==> src/rtl/riscv_pkg.sv <==
// Shared encodings for the core front end: FSM states, halt causes and the
// default halt instruction word.
package riscv_pkg;

  localparam logic [1:0] ST_BOOT   = 2'd0;
  localparam logic [1:0] ST_RUN    = 2'd1;
  localparam logic [1:0] ST_HALTED = 2'd2;

  localparam logic [1:0] HC_NONE      = 2'b00;
  localparam logic [1:0] HC_INV_ADDR  = 2'b01;
  localparam logic [1:0] HC_HALT_INSN = 2'b10;

  localparam logic [31:0] HALT_INSTR_DEFAULT = 32'h0000_0000;

endpackage

==> src/rtl/pc_sequencer_next_pc_mux.sv <==
// Next-PC selection (jump over branch over sequential) and the pc+4 link adder.
module next_pc_mux #(
  parameter int XLEN = 64
) (
  input  logic [XLEN-1:0] pc,
  input  logic            jump,
  input  logic [XLEN-1:0] jump_target,
  input  logic            branch_taken,
  input  logic [XLEN-1:0] branch_target,
  output logic [XLEN-1:0] next_pc,
  output logic [XLEN-1:0] pc_plus4
);

  localparam logic [XLEN-1:0] PC_STEP = XLEN'(4);

  // Wraps modulo 2^XLEN by construction.
  assign pc_plus4 = pc + PC_STEP;

  always_comb begin
    next_pc = pc_plus4;
    if (jump)
      next_pc = jump_target;
    else if (branch_taken)
      next_pc = branch_target;
  end

endmodule

==> src/rtl/pc_sequencer.sv <==
// Architectural PC owner for the fetch stage: BOOT/RUN/HALTED sequencing,
// halt cause capture and a saturating retired-instruction counter.
//
//   state     | meaning
//   ST_BOOT   | one cycle after reset, pc held at RESET_PC, fetch not valid
//   ST_RUN    | fetching; pc advances unless stalled or halting
//   ST_HALTED | stopped on fault or halt instruction; only reset leaves
module pc_sequencer
  import riscv_pkg::*;
#(
  parameter int               XLEN       = 64,
  parameter logic [XLEN-1:0]  RESET_PC   = '0,
  parameter logic [31:0]      HALT_INSTR = HALT_INSTR_DEFAULT,
  parameter int               CNT_W      = 32
) (
  input  logic             clk,
  input  logic             rst_n,
  input  logic [31:0]      instruction,
  input  logic             inv_addr,
  input  logic             stall,
  input  logic             branch_taken,
  input  logic [XLEN-1:0]  branch_target,
  input  logic             jump,
  input  logic [XLEN-1:0]  jump_target,
  output logic [XLEN-1:0]  pc,
  output logic [XLEN-1:0]  pc_plus4,
  output logic             fetch_valid,
  output logic             halted,
  output logic [1:0]       halt_cause,
  output logic [CNT_W-1:0] retired_count
);

  localparam logic [CNT_W-1:0] CNT_ONE = CNT_W'(1);

  logic [1:0]      state;
  logic [XLEN-1:0] next_pc;

  next_pc_mux #(.XLEN(XLEN)) u_next_pc_mux (
    .pc            (pc),
    .jump          (jump),
    .jump_target   (jump_target),
    .branch_taken  (branch_taken),
    .branch_target (branch_target),
    .next_pc       (next_pc),
    .pc_plus4      (pc_plus4)
  );

  assign fetch_valid = (state == ST_RUN);
  assign halted      = (state == ST_HALTED);

  always_ff @(posedge clk or negedge rst_n) begin
    if (!rst_n) begin
      state         <= ST_BOOT;
      pc            <= RESET_PC;
      halt_cause    <= HC_NONE;
      retired_count <= '0;
    end else begin
      case (state)
        ST_BOOT: state <= ST_RUN;
        ST_RUN: begin
          if (!stall) begin
            // Halting leaves pc on the offending address for debug.
            if (inv_addr) begin
              state      <= ST_HALTED;
              halt_cause <= HC_INV_ADDR;
            end else if (instruction == HALT_INSTR) begin
              state      <= ST_HALTED;
              halt_cause <= HC_HALT_INSN;
            end else begin
              pc <= next_pc;
              if (retired_count != '1)
                retired_count <= retired_count + CNT_ONE;
            end
          end
        end
        ST_HALTED: state <= ST_HALTED;
        default:   state <= ST_BOOT;
      endcase
    end
  end

endmodule

==> config.mk <==
export PLATFORM = sky130hd
export DESIGN_NAME = pc_sequencer
export DESIGN_NICKNAME = d
export VERILOG_FILES = /design/src/rtl/riscv_pkg.sv /design/src/rtl/pc_sequencer_next_pc_mux.sv /design/src/rtl/pc_sequencer.sv
export SDC_FILE = /design/constraint.sdc
export NUM_CORES = 1
export LEC_CHECK = 0
export CORE_MARGIN = 2
export CORE_UTILIZATION = 35
export CTS_CLUSTER_SIZE = 12
export DETAILED_ROUTE_END_ITERATION = 10
export GPL_TIMING_DRIVEN = 0
export PLACE_DENSITY = 0.72
export REMOVE_ABC_BUFFERS = 1
export SLEW_MARGIN = 15
export SYNTH_ARGS = -nofsm -noshare
export SYNTH_HDL_FRONTEND = slang
export SYNTH_SLANG_ARGS = --single-unit
==> constraint.sdc <==
create_clock -name clk -period 2.68 [get_ports clk]
set_input_delay 0.268 -clock clk [delete_from_list [all_inputs] [get_ports clk]]
set_output_delay 0.268 -clock clk [all_outputs]
set_load 0.005 [all_outputs]
# After elaboration in Yosys (flattened, before gate mapping)
# Index checks and enable logic that the tools add are counted.
dict set report totals {
  ramBits 0
  wordCells 28
  latchBits 0
  ff_bits 100
  memories 0
  rom_bits 0
  out_inout_bits 164
  inputBits 166
}
dict set report op_classes {
  addsub 2
  muxes 7
  n_reduce_logical 7
  n_eq_ne 5
  mul 0
  bitwise_logic 3
  shift 0
  magnitude_cmp 0
  div_mod_pow 0
}
# cell n
set op_table {}
lappend op_table {{2-to-1 mux 64 bit} 2}
lappend op_table {{adder 64 x 3 -> 64 bit (second input constant)} 1}
lappend op_table {{adder 32 x 1 -> 32 bit (second input constant)} 1}
lappend op_table {{zero test 32 bit} 1}
lappend op_table {{!= test 32 bit (second input constant)} 1}
lappend op_table {{2-to-1 mux 2 bit} 4}
lappend op_table {{case mux 2 bit (3 select lines)} 1}
lappend op_table {{AND reduction 5 bit} 1}
lappend op_table {{AND reduction 4 bit} 1}
lappend op_table {{!= test 3 x 2 -> 1 bit (second input constant)} 1}
lappend op_table {{inverter 1 bit} 3}
lappend op_table {{AND reduction 3 bit} 1}
lappend op_table {{== test 2 x 1 -> 1 bit (second input constant)} 1}
lappend op_table {{== test 2 bit (second input constant)} 1}
lappend op_table {{zero test 2 bit} 1}
lappend op_table {{!= test 2 bit (second input constant)} 1}
lappend op_table {{AND reduction 2 bit} 1}
lappend op_table {{nonzero test 2 bit} 1}

# Depth between registers and ports, before layout
# Gate-level depths: netlist (run 1).
dict set report logic_depth {
  word_depth 5
  depth_mapped 9
  mapped_depth_nobuf 7
}

# Modules after synthesis
# Synthesis (run 1) repeated with hierarchy kept, for this count alone.
dict set report hier_totals {
  hier_cells 863
  hier_area_um2 7006.7
}
# mod seq_area_each_um2 instances area_per_inst_um2 cells_each
set modules_own_cells {}
lappend modules_own_cells {pc_sequencer 2502.4 1 4365.4 462}
lappend modules_own_cells {next_pc_mux 0.0 1 2641.3 401}

# Worst setup path after synthesis (run 1)
# Ideal clock, no wire load.
dict set report synth_path {
  path_kind {register to output}
  start {register pc[31]}
  end {output pc_plus4[61]}
  setup_slack_ns 0.046
  n_path_buf 2
  required_time_ns 2.412
  t_arrival_ns 2.366
  path_stages_with_launch 8
  path_cell_list {dfrtp_1 buf_2 nand3_1 or4_1 buf_2 or4_4 or2_2 xnor2_1}
}
dict set report synth_between {
  elab_chain_cells 1
}
# item line
set synth_rtl {}
lappend synth_rtl {{start: declaration} pc_sequencer.sv:25} ;# output logic [XLEN-1:0] pc,
lappend synth_rtl {{start signal: assignment} pc_sequencer.sv:70} ;# pc <= next_pc;
lappend synth_rtl {{adder 64 x 3 -> 64 bit} pc_sequencer_next_pc_mux.sv:17} ;# assign pc_plus4 = pc + PC_STEP;
lappend synth_rtl {{end: declaration} pc_sequencer.sv:26} ;# output logic [XLEN-1:0] pc_plus4,
# Every way passes these cells.

# Worst setup path in the final report (run 1)
dict set report layout_path {
  start {register pc[9]}
  end {output pc_plus4[61]}
}
# Same word-level chain as after synthesis.

==> out/metrics.cfg, run 1 <==
[sta]
setup_viol = 14
hold_violations = 0
min_period_ps = 2930
worstMarginPinSlew_ps = 903
finClkSkew_ps = 17.2
fin_ws_ps = -252
fmax_mhz = 341
finalCritPeriodShare_pct = 109
slew_headroom_pct = 39.5
finalSetupTns_ps = -1470
drv_slew = 0
rsz0062_at_grt = true

[worst_setup_path]
cp.required_ps = 2410
critPathKind = flop to primary output
startpoint = pc[9]
worst_setup_path_end_kind = primary output
critPathLaunchType = flop
crit_fanout = 5
reg2reg_depth = 12
crit_arrival_ps = 2660
r2r-start = pc[2]

[yosys]
synthCells = 882
yosysWarnings = 0
syn_area_per_cell_sq_um = 8.36
synth_flop_cell = dfrtp_1
synth.distinct_cells = 65
synth_top_area_share_pct = 33.9
synth_edf_count = 0
yosysSeqAreaShare_pct = 33.9
synth_area_leader_cell = dfrtp_1
ys_ff_latch = 100
synth_async_sr_flop_share_pct = 100
syn-cell-area_sq_um = 7370
synthTopCellsByArea = dfrtp_1, xnor2_1, nand4_1

[grt]
grt_util_met3_pct = 4.95
antenna_found_initial = 2
grt_pass1_vias = 8774
grt_usage_pct = 28.2
grt_busiest_layer = met2
gr-usage-met1_pct = 36.3
grt_overflow = 0
grt_pass1_wl_mm = 48.9
gr-usage-met2_pct = 47.1
grt_max_degree = 60

[power]
cellPowerDensity_nw_per_um2 = 735
p_leak_nw = 5.25
p_switching_mw = 3.82
max-vdd-ir-drop_mv = 0.415
clockPowerShare_pct = 14.3
intPower_mw = 5.72
finalPower_mw = 9.53
pwr-share-seq_pct = 30.0
p_comb_share_pct = 55.7
switching_share_pct = 40.0

[floorplanning]
start_util_pct = 35.4
die_y_um = 149
io_pins = 330
rows = 53
dieWidth_um = 149
dieArea_sq_um = 22200
core-area_sq_um = 20800

[clocking]
clock_latency_ps = 360
cts_tree = built
cts-root-buf = clkbuf_16
clock_sinks = 100
cts_made_buffers = 9
cts-htree-levels = 3
path_clk_slew_ps = 80
cts.path.max_buffers = 2

[placed_design]
place_hpwl_mm = 21.3
gp_congestion = 0.826
numPortBuffers = 329
post_dp_cell_area_sq_um = 11000
place_ws_ps = -1160

[job]
drv_cap = 0

[run_status]
violations = negative setup slack
outcome = finished, violations left

[final_layout]
drive_above_1_share_pct = 24.6
area_delta_synth_final_pct = 76.0
final_cell_area_sq_um = 13000
fillCellCount = 1747
layout.nets = 1477

[min_path]
min_path_type = input pin to asynchronous set/reset pin

[routing]
wire_per_inst_um = 21.0
wirelength_mm = 33.3
vias = 9323
viasPerCell = 5.87
firstDrtPassIters = 5
drtIter0Drc = 532
drc_errors = 0
ant_nets = 0

-- flip-flops by register name, summed over array words and instances (netlist names) --
name,cells
halt_cause,2
state,2
pc,64
retired_count,32
-- worst max-delay path, stage by stage, from the launching register on --
cell and delay [ps]:
dfrtp_2 380, nand4_1 110, buf_6 160, or4_4 570, or4_4 550, or2_4 260, xnor2_2 140, buf_2 130
-- cell usage after synthesis (5+ instances only) --
master,instances
dfrtp_1,100
and2_1,7
nor3_1,16
nand2_1,74
buf_1,5
or2_2,5
o21a_1,9
nand3_1,55
xnor2_1,58
a21oi_1,34
o2111ai_1,6
o21ai_0,42
a22o_1,25
clkbuf_1,61
nor2_1,54
o41ai_1,5
inv_1,13
a211oi_1,5
or3_1,6
a22oi_1,14
o311ai_0,5
nand4_1,54
and3_1,22
nor4_1,29
nand2b_1,8
buf_2,6
mux2i_1,14
a31oi_1,9
o2bb2ai_1,12
or4_1,11
ha_1,5
and4_1,14
o211ai_1,12
xor2_1,28
-- per-stage QoR --
stage,utilization [%],std cells,hold WS (ps)
finish,62.3,1587,412
global route,62.3,1587,458
CTS,60.4,1543,405
detailed placement,52.8,1420,229
global placement,51.4,1411,478
floorplan,-,807,-27.6
-- path summary, 6_finish.rpt --
path | to | slack, ps
hold reg to reg | retired_count[21] | 490
max in group asynchronous | pc[46] | 1570
min in group clk | pc[5] | 480
setup reg to reg | pc[62] | 30
hold / removal | pc[0] | 410
setup / recovery | pc_plus4[61] | -250
-- repair_timing --
action	4_1_cts	5_1_grt
gates cloned	2	0
setup endpoints to repair	93	67
setup buffers	104	43
pin swaps	61	23
hold endpoints to repair	41	0
resized for setup	209	59
hold buffers	1	0
-- power by group through the flow --
stage / Clock (mW) / Sequential, mW / Combinational [mW]
final: 1.37 / 2.86 / 5.31
after global placement: 0 / 2.97 / 4.22
after floorplan: 0 / 2.81 / 1.54
after CTS: 1.38 / 2.83 / 4.97
after detailed placement: 0 / 2.99 / 4.28
after global routing: 1.44 / 2.93 / 5.66
-- layer usage --
metal	vias up	part of all wire, %
li1	4201	-
met1	4497	40
met2	545	48
met3	78	8.6
met4	2	3.2
met5	-	0.042
-- final cells by class --
cell class | instances | area [sq um] | area share, %
well taps | 275 | 344 | 2.65
clock buffers | 9 | 225 | 1.74
multi-input cells | 694 | 5080 | 39.2
inverters | 14 | 57.6 | 0.444
diodes | 1 | 2.50 | 0.0193
repair inverters | 1 | 5.00 | 0.0386
repair buffers | 486 | 4640 | 35.7
flip-flops and latches | 100 | 2550 | 19.7
clock inverters | 7 | 70.1 | 0.540
-- logic make-up after synthesis --
logic type	synth area share, %
buffers and inverters	4.75
AND/OR/NAND/NOR	27.2
adder cells (fa/ha/maj)	0.849
multiplexers	2.36
XOR/XNOR	10.2
flip-flops	33.9
AO/OA/AOI/OAI	20.7
-- cell usage in the layout (no fill, tap or decap), types with 10 or more instances in the layout --
cell type        Yosys  final
buf_2                6     17
nand2_1             74     72
and4_1              14     14
buf_4                2    126
nor3_1              16     10
dfrtp_1            100     62
mux2i_1             14     14
a22o_1              25     25
nor4_4               0     14
and3_1              22     22
o2bb2ai_1           12     12
inv_1               13     12
clkbuf_2             1     11
nor2_1              54     41
buf_6                0     17
xor2_1              28     28
clkdlybuf4s50_1      0    278
nor4_1              29     14
o21ai_0             42     41
o211ai_1            12     12
nand4_1             54     54
a22oi_1             14     14
nand3_1             55     47
dlygate4sd2_1        0     13
a21oi_1             34     33
xnor2_1             58     51
dfrtp_2              0     38
Power figures use the tool's default switching activity.
==> run 2: changes to the inputs <==
Settings changed: CTS_CLUSTER_DIAMETER from default to 150.
==> results of run 2 <==
Final layout, timing and power as in run 1 (identical DEF).
==> RTL change 1: new RTL, flow settings as in run 2 <==
The parameter `CNT_W` goes from 32 to 48.
--- a/src/rtl/pc_sequencer.sv
+++ b/src/rtl/pc_sequencer.sv
@@ -13,3 +13,3 @@
   parameter logic [31:0]      HALT_INSTR = HALT_INSTR_DEFAULT,
-  parameter int               CNT_W      = 32
+  parameter int               CNT_W      = 48
 ) (
Ports: changed (resized retired_count); port bits go from 330 to 346. The function was not compared with the original's and may differ.
==> RTL change 1 against run 2 <==
  * The run still ends with setup timing left
  * Clock power rose by 69%
  * Total power increased by 8.1%
  * Sequential cell count increased by 16
  * Cell area rose by 4.0%
  * Setup slack lost 0.017 ns
  * Synthesized area rose by 4.4%
  * Count of clock-buffer cells in the layout up 10
  * Critical endpoint is now pc_plus4[57]
  * Register-to-register slack improved by 0.04 ns
  * Global-route usage shrank 2.1 points
  * Wire length fell by 3.8%
==> RTL change 1: results (changes against run 2) <==
| Item | This run | Change |
| --- | --- | --- |
| Result of the run | finished with violations |  |
| Violations in the final reports | setup timing |  |
| Worst IR drop on VDD | 0.441 mV | +6.5% |
| Register clock-pin slew on the reported worst setup and hold paths | 0.06 ns | -0.02 ns |
| Most frequent cells after synthesis | sky130_fd_sc_hd__dfrtp_1, sky130_fd_sc_hd__o21ai_0, sky130_fd_sc_hd__nor2_1 |  |
| Leading registers by flop count | pc (64), retired_count (48) |  |
| Maximum level of the CTS H-tree | 4 | +1 |
| Number of antenna violations at the first check in global routing | 0 | -2 |
| Met2 Use GR | 44.3% | -2.8 points |
| Slew at the pin with the worst max-slew slack | 0.984 ns | +0.0812 ns |
| Routing usage on met3 | 7.71% | +2.8 points |
| Depth of the worst register-to-register path | 11 | -1 |
| Final Net Count | 1479 | +0.14% |
| Layout cell share with drive strength beyond 1 | 25.5% | +0.87 points |
| Global-route wire length before repair | 49.0 mm | +0.15% |
| Unique masters post-synth | 58 | -11% |
| Count of endpoints failing setup in the final report | 29 | +15 |
| Placed wire-length estimate after detailed placement | 21.1 mm | -0.76% |
| Routability cong. | 0.867 | +4.9% |
| Count of antenna diodes in the layout | 0 | -1 |
| Via count | 8895 | -4.6% |
| Post-route clock skew | 0.0136 ns | -0.00365 ns |
| Maximum number of pins on one net before global-route repair | 72 | +20% |
| Via count of the first global-routing pass | 8795 | +0.24% |
| Post-CTS Setup Inserts | 87 | -16% |
| Data arrival, critical path | 2.68 ns | +0.02 ns |
| Minimum setup slack in the final design | -0.269 ns | -0.0165 ns |
-- RTL change 1: cell count changes after synthesis, moves of 12 or more --
cell / before / now
sky130_fd_sc_hd__clkbuf_1: 61 / 44
sky130_fd_sc_hd__nand2_1: 74 / 57
sky130_fd_sc_hd__nand3_1: 55 / 42
sky130_fd_sc_hd__a22o_1: 25 / 13
sky130_fd_sc_hd__a21oi_1: 34 / 58
sky130_fd_sc_hd__dfrtp_1: 100 / 116
sky130_fd_sc_hd__xor2_1: 28 / 46
sky130_fd_sc_hd__o21ai_0: 42 / 65
sky130_fd_sc_hd__nand4_1: 54 / 25
-- RTL change 1: per-stage QoR --
stage	TNS [ns]	power, mW	instances	area [sq um]	setup WS [ns]
after floorplan	-173.82	4.45	821	7440	-3.15
after global placement	-948.42	7.31	1446	11200	-7.34
after detailed placement	-45.03	7.40	1453	11400	-1.14
after CTS	-3.25	10.1	1573	13100	-0.244
after global routing	-6.69	10.8	1601	13500	-0.355
final	-3.24	10.3	1601	13500	-0.269
-- RTL change 1: area by class of cell --
type,instances,area (sq um)
repair buffers,468,4410
fillers,1738,8190
inverters,24,90.1
flip-flops and latches,116,2950
clock inverters,13,148
clock buffers,19,443
multi-input cells,681,5110
well taps,280,350
-- RTL change 1: layer usage --
metal | share of wire, % | wire length, um | vias up
met5 | 0 | 0 | -
met4 | 2.7 | 864 | 0
met3 | 8.3 | 2650 | 63
met2 | 49 | 15700 | 426
met1 | 40 | 12800 | 4306
li1 | - | - | 4100
-- RTL change 1: critical path: cells and delay by family, from the launching register on --
family | cells | cell delay [ns]
buf+inv | 3 | 0.42
flops | 1 | 0.43
xor+xnor | 1 | 0.17
simple gates | 4 | 1.25
-- RTL change 1: path summary, 6_finish.rpt --
check / startpoint / to
worst max-delay path: pc[3]$_DFFE_PN0P_ / pc_plus4[57]
worst min-delay path: rst_n / retired_count[34]$_DFFE_PN0P_
worst max register to register: pc[6]$_DFFE_PN0P_ / pc[48]$_DFFE_PN0P_
worst min register to register: retired_count[9]$_DFFE_PN0P_ / retired_count[9]$_DFFE_PN0P_
max in group asynchronous: rst_n / pc[26]$_DFFE_PN0P_
min in group clk: jump_target[2] / pc[2]$_DFFE_PN0P_
-- RTL change 1: cell families (layout without fill, tap and decap cells) --
logic type      Yosys count  in the layout  synth area share [%]
compound gates          233            233                  19.5
xor+xnor                107            107                  12.2
fa+ha+maj                 5              5                 0.813
buf+inv                  85            524                  4.52
flops                   116            116                  37.7
mux                      12             12                  1.63
simple gates            324            324                  23.6
-- RTL change 1: power by group --
part | switching [mW] | internal, mW
logic | 2.01 | 2.78
registers | 0.869 | 2.33
clock network | 0.908 | 1.41
total | 3.79 | 6.51
==> RTL change 2: new RTL, flow settings as in run 2 <==
Without the edit above. Reset style: synchronous (`rst_n`), changed in one clocked block.
--- a/src/rtl/pc_sequencer.sv
+++ b/src/rtl/pc_sequencer.sv
@@ -50,3 +50,3 @@
 
-  always_ff @(posedge clk or negedge rst_n) begin
+  always_ff @(posedge clk) begin
     if (!rst_n) begin
Formal check against the unedited RTL: differs if rst_n is asserted again (counterexample within 4 cycles, from zero or initial values and one cycle with rst_n low); with rst_n held inactive, the same outputs for 4 cycles.
==> RTL change 2 against run 2 <==
  * Wire length increased by 5.1%
  * Critical path depth increased by 2
  * Setup slack improved by 0.31 ns
  * Synthesized area increased by 5.2%
  * Cell area decreased by 0.63%
  * Sequential cell count unchanged
  * Die area increased by 5.1%
  * Global-route usage increased by 0.18 points
  * Count of clock-buffer cells in the layout unchanged
  * Critical endpoint is now pc_plus4[49]
  * Largest cell class unchanged
Power is not compared: it rests on default switching activity, and its combinational part moved more than twofold at a synthesized area within 25%.
==> RTL change 2: results (changes against run 2) <==
| Item | This run | Change |
| --- | --- | --- |
| Count of antenna diodes in the layout | 0 | -1 |
| Post-route clock skew | 0.0126 ns | -0.00461 ns |
| Non-clock inverter total of the final layout | 20 | +5 |
| Via density | 5.96 | +1.4% |
| Layout fillers | 1959 | +12% |
| Buffering overhead | 33.9% | -1.9 points |
| Fraction of standard cell area in multi-input logic | 44.2% | +5.1 points |
| Pre-CTS setup slack | -1.34 ns | -0.183 ns |
| Async S/R FF share, synth | 0% | -100 points |
| Length of the first detailed-routing pass in iterations | 6 | +1 |
| Maximum number of pins on one net before global-route repair | 62 | +3.3% |
| Die Span X | 153 um | +2.5% |
| Routability cong. | 0.896 | +8.4% |
| Result of the run | finished clean |  |
| Fraction of area in registers | 16.5% | -3.1 points |
| Cell at the root of the clock tree | sky130_fd_sc_hd__clkbuf_16 |  |
| Overall global routing resource usage | 28.4% | +0.18 points |
| Maximum single-stage delay on the critical path | 0.41 ns | -0.16 ns |
| Placed wire-length estimate after detailed placement | 23.9 mm | +12% |
| Via count | 9820 | +5.3% |
| Area post-placement | 11400 sq um | +3.3% |
| Slew at the pin with the worst max-slew slack | 0.729 ns | -0.174 ns |
| Crit path max-delay family | buffers and inverters |  |
| Via count of the first global-routing pass | 9564 | +9.0% |
| Top post-synthesis cells by area | sky130_fd_sc_hd__dfxtp_1, sky130_fd_sc_hd__nand2_1, sky130_fd_sc_hd__a21oi_1, sky130_fd_sc_hd__xnor2_1, sky130_fd_sc_hd__nand4_1 |  |
| Post-synthesis instance total | 1008 | +14% |
| Layout cell share with drive strength beyond 1 | 20.5% | -4.2 points |
| Total number of multi-input combinational cells | 797 | +15% |
| Number of buffers between clock root and the deepest sink | 2 | unchanged |
| Biggest fanout along the worst timing path | 8 | +3 |
| Layout clock area frac | 2.04% | -0.24 points |
| DRC violation total after the first TritonRoute iteration | 560 | +5.3% |
| Global-route wire length before repair | 53.2 mm | +8.7% |
| Placed cells | 1538 | +8.3% |
| Area occupied by multi-input gates | 5710 sq um | +12% |
| Kind of path behind the tightest hold check | in -> reg |  |
| Data arrival, critical path | 2.35 ns | -0.31 ns |
| Most frequent cells after synthesis | sky130_fd_sc_hd__dfxtp_1, sky130_fd_sc_hd__nand2_1, sky130_fd_sc_hd__a21oi_1 |  |
| Slowest cell on crit path | sky130_fd_sc_hd__dfxtp_4 |  |
| Sequential area share after synthesis | 25.8% | -8.1 points |
| Unique masters post-synth | 74 | +14% |
| Number of buffers outside the clock class in the layout | 438 | -9.9% |
| Post-Route WL | 35.0 mm | +5.1% |
| Number of antenna violations at the first check in global routing | 0 | -2 |
| Maximum level of the CTS H-tree | 3 | unchanged |
## RTL change 2: repair_timing
| action | CTS | global route |
|---|---|---|
| hold buffers | 0 | 0 |
| resized for setup | 178 | 57 |
| endpoints found under the setup margin | 106 | 42 |
| gates cloned | 3 | 0 |
| setup buffers | 63 | 32 |
| pin swaps | 36 | 26 |
## RTL change 2: power by group through the flow
stage               combinational, mW  sequential [mW]  clock, mW
floorplan                       0.488             1.77          0
global placement                 1.34             1.80          0
detailed placement               1.41             1.81          0
CTS                              1.45             1.78       1.28
global route                     1.59             1.80       1.33
finish                           1.48             1.78       1.28
## RTL change 2: logic make-up (layout without fill, tap and decap cells)
| kind of cell | count (synthesis) | count (layout) | synth area share, % |
|---|---|---|---|
| adder cells (fa/ha/maj) | 5 | 5 | 0.806 |
| buffers and inverters | 113 | 472 | 6.14 |
| AND/OR/NAND/NOR | 438 | 440 | 33.0 |
| multiplexers | 26 | 26 | 3.45 |
| AO/OA/AOI/OAI | 271 | 271 | 24.6 |
| XOR/XNOR | 55 | 55 | 6.21 |
| flip-flops | 100 | 100 | 25.8 |
## RTL change 2: final timing paths
check | start | depth (start not counted) | to | slack (ns)
hold reg to reg | state[1]$_SDFFE_PN0P_ | 2 | state[1]$_SDFFE_PN0P_ | 0.49
hold / removal | jump | 3 | pc[18]$_SDFFE_PN0P_ | 0.40
setup reg to reg | retired_count[0]$_SDFFE_PN0P_ | 6 | retired_count[19]$_SDFFE_PN0P_ | 0.27
setup / recovery | pc[5]$_SDFFE_PN0P_ | 9 | pc_plus4[49] | 0.06
## RTL change 2: metal layers
layer,vias up,wire (um),global-route usage (%)
met1,4692,14100,34.1
met4,0,906,9.57
met5,-,0,0
met2,460,17300,50.0
met3,64,2660,6.52
li1,4604,-,-
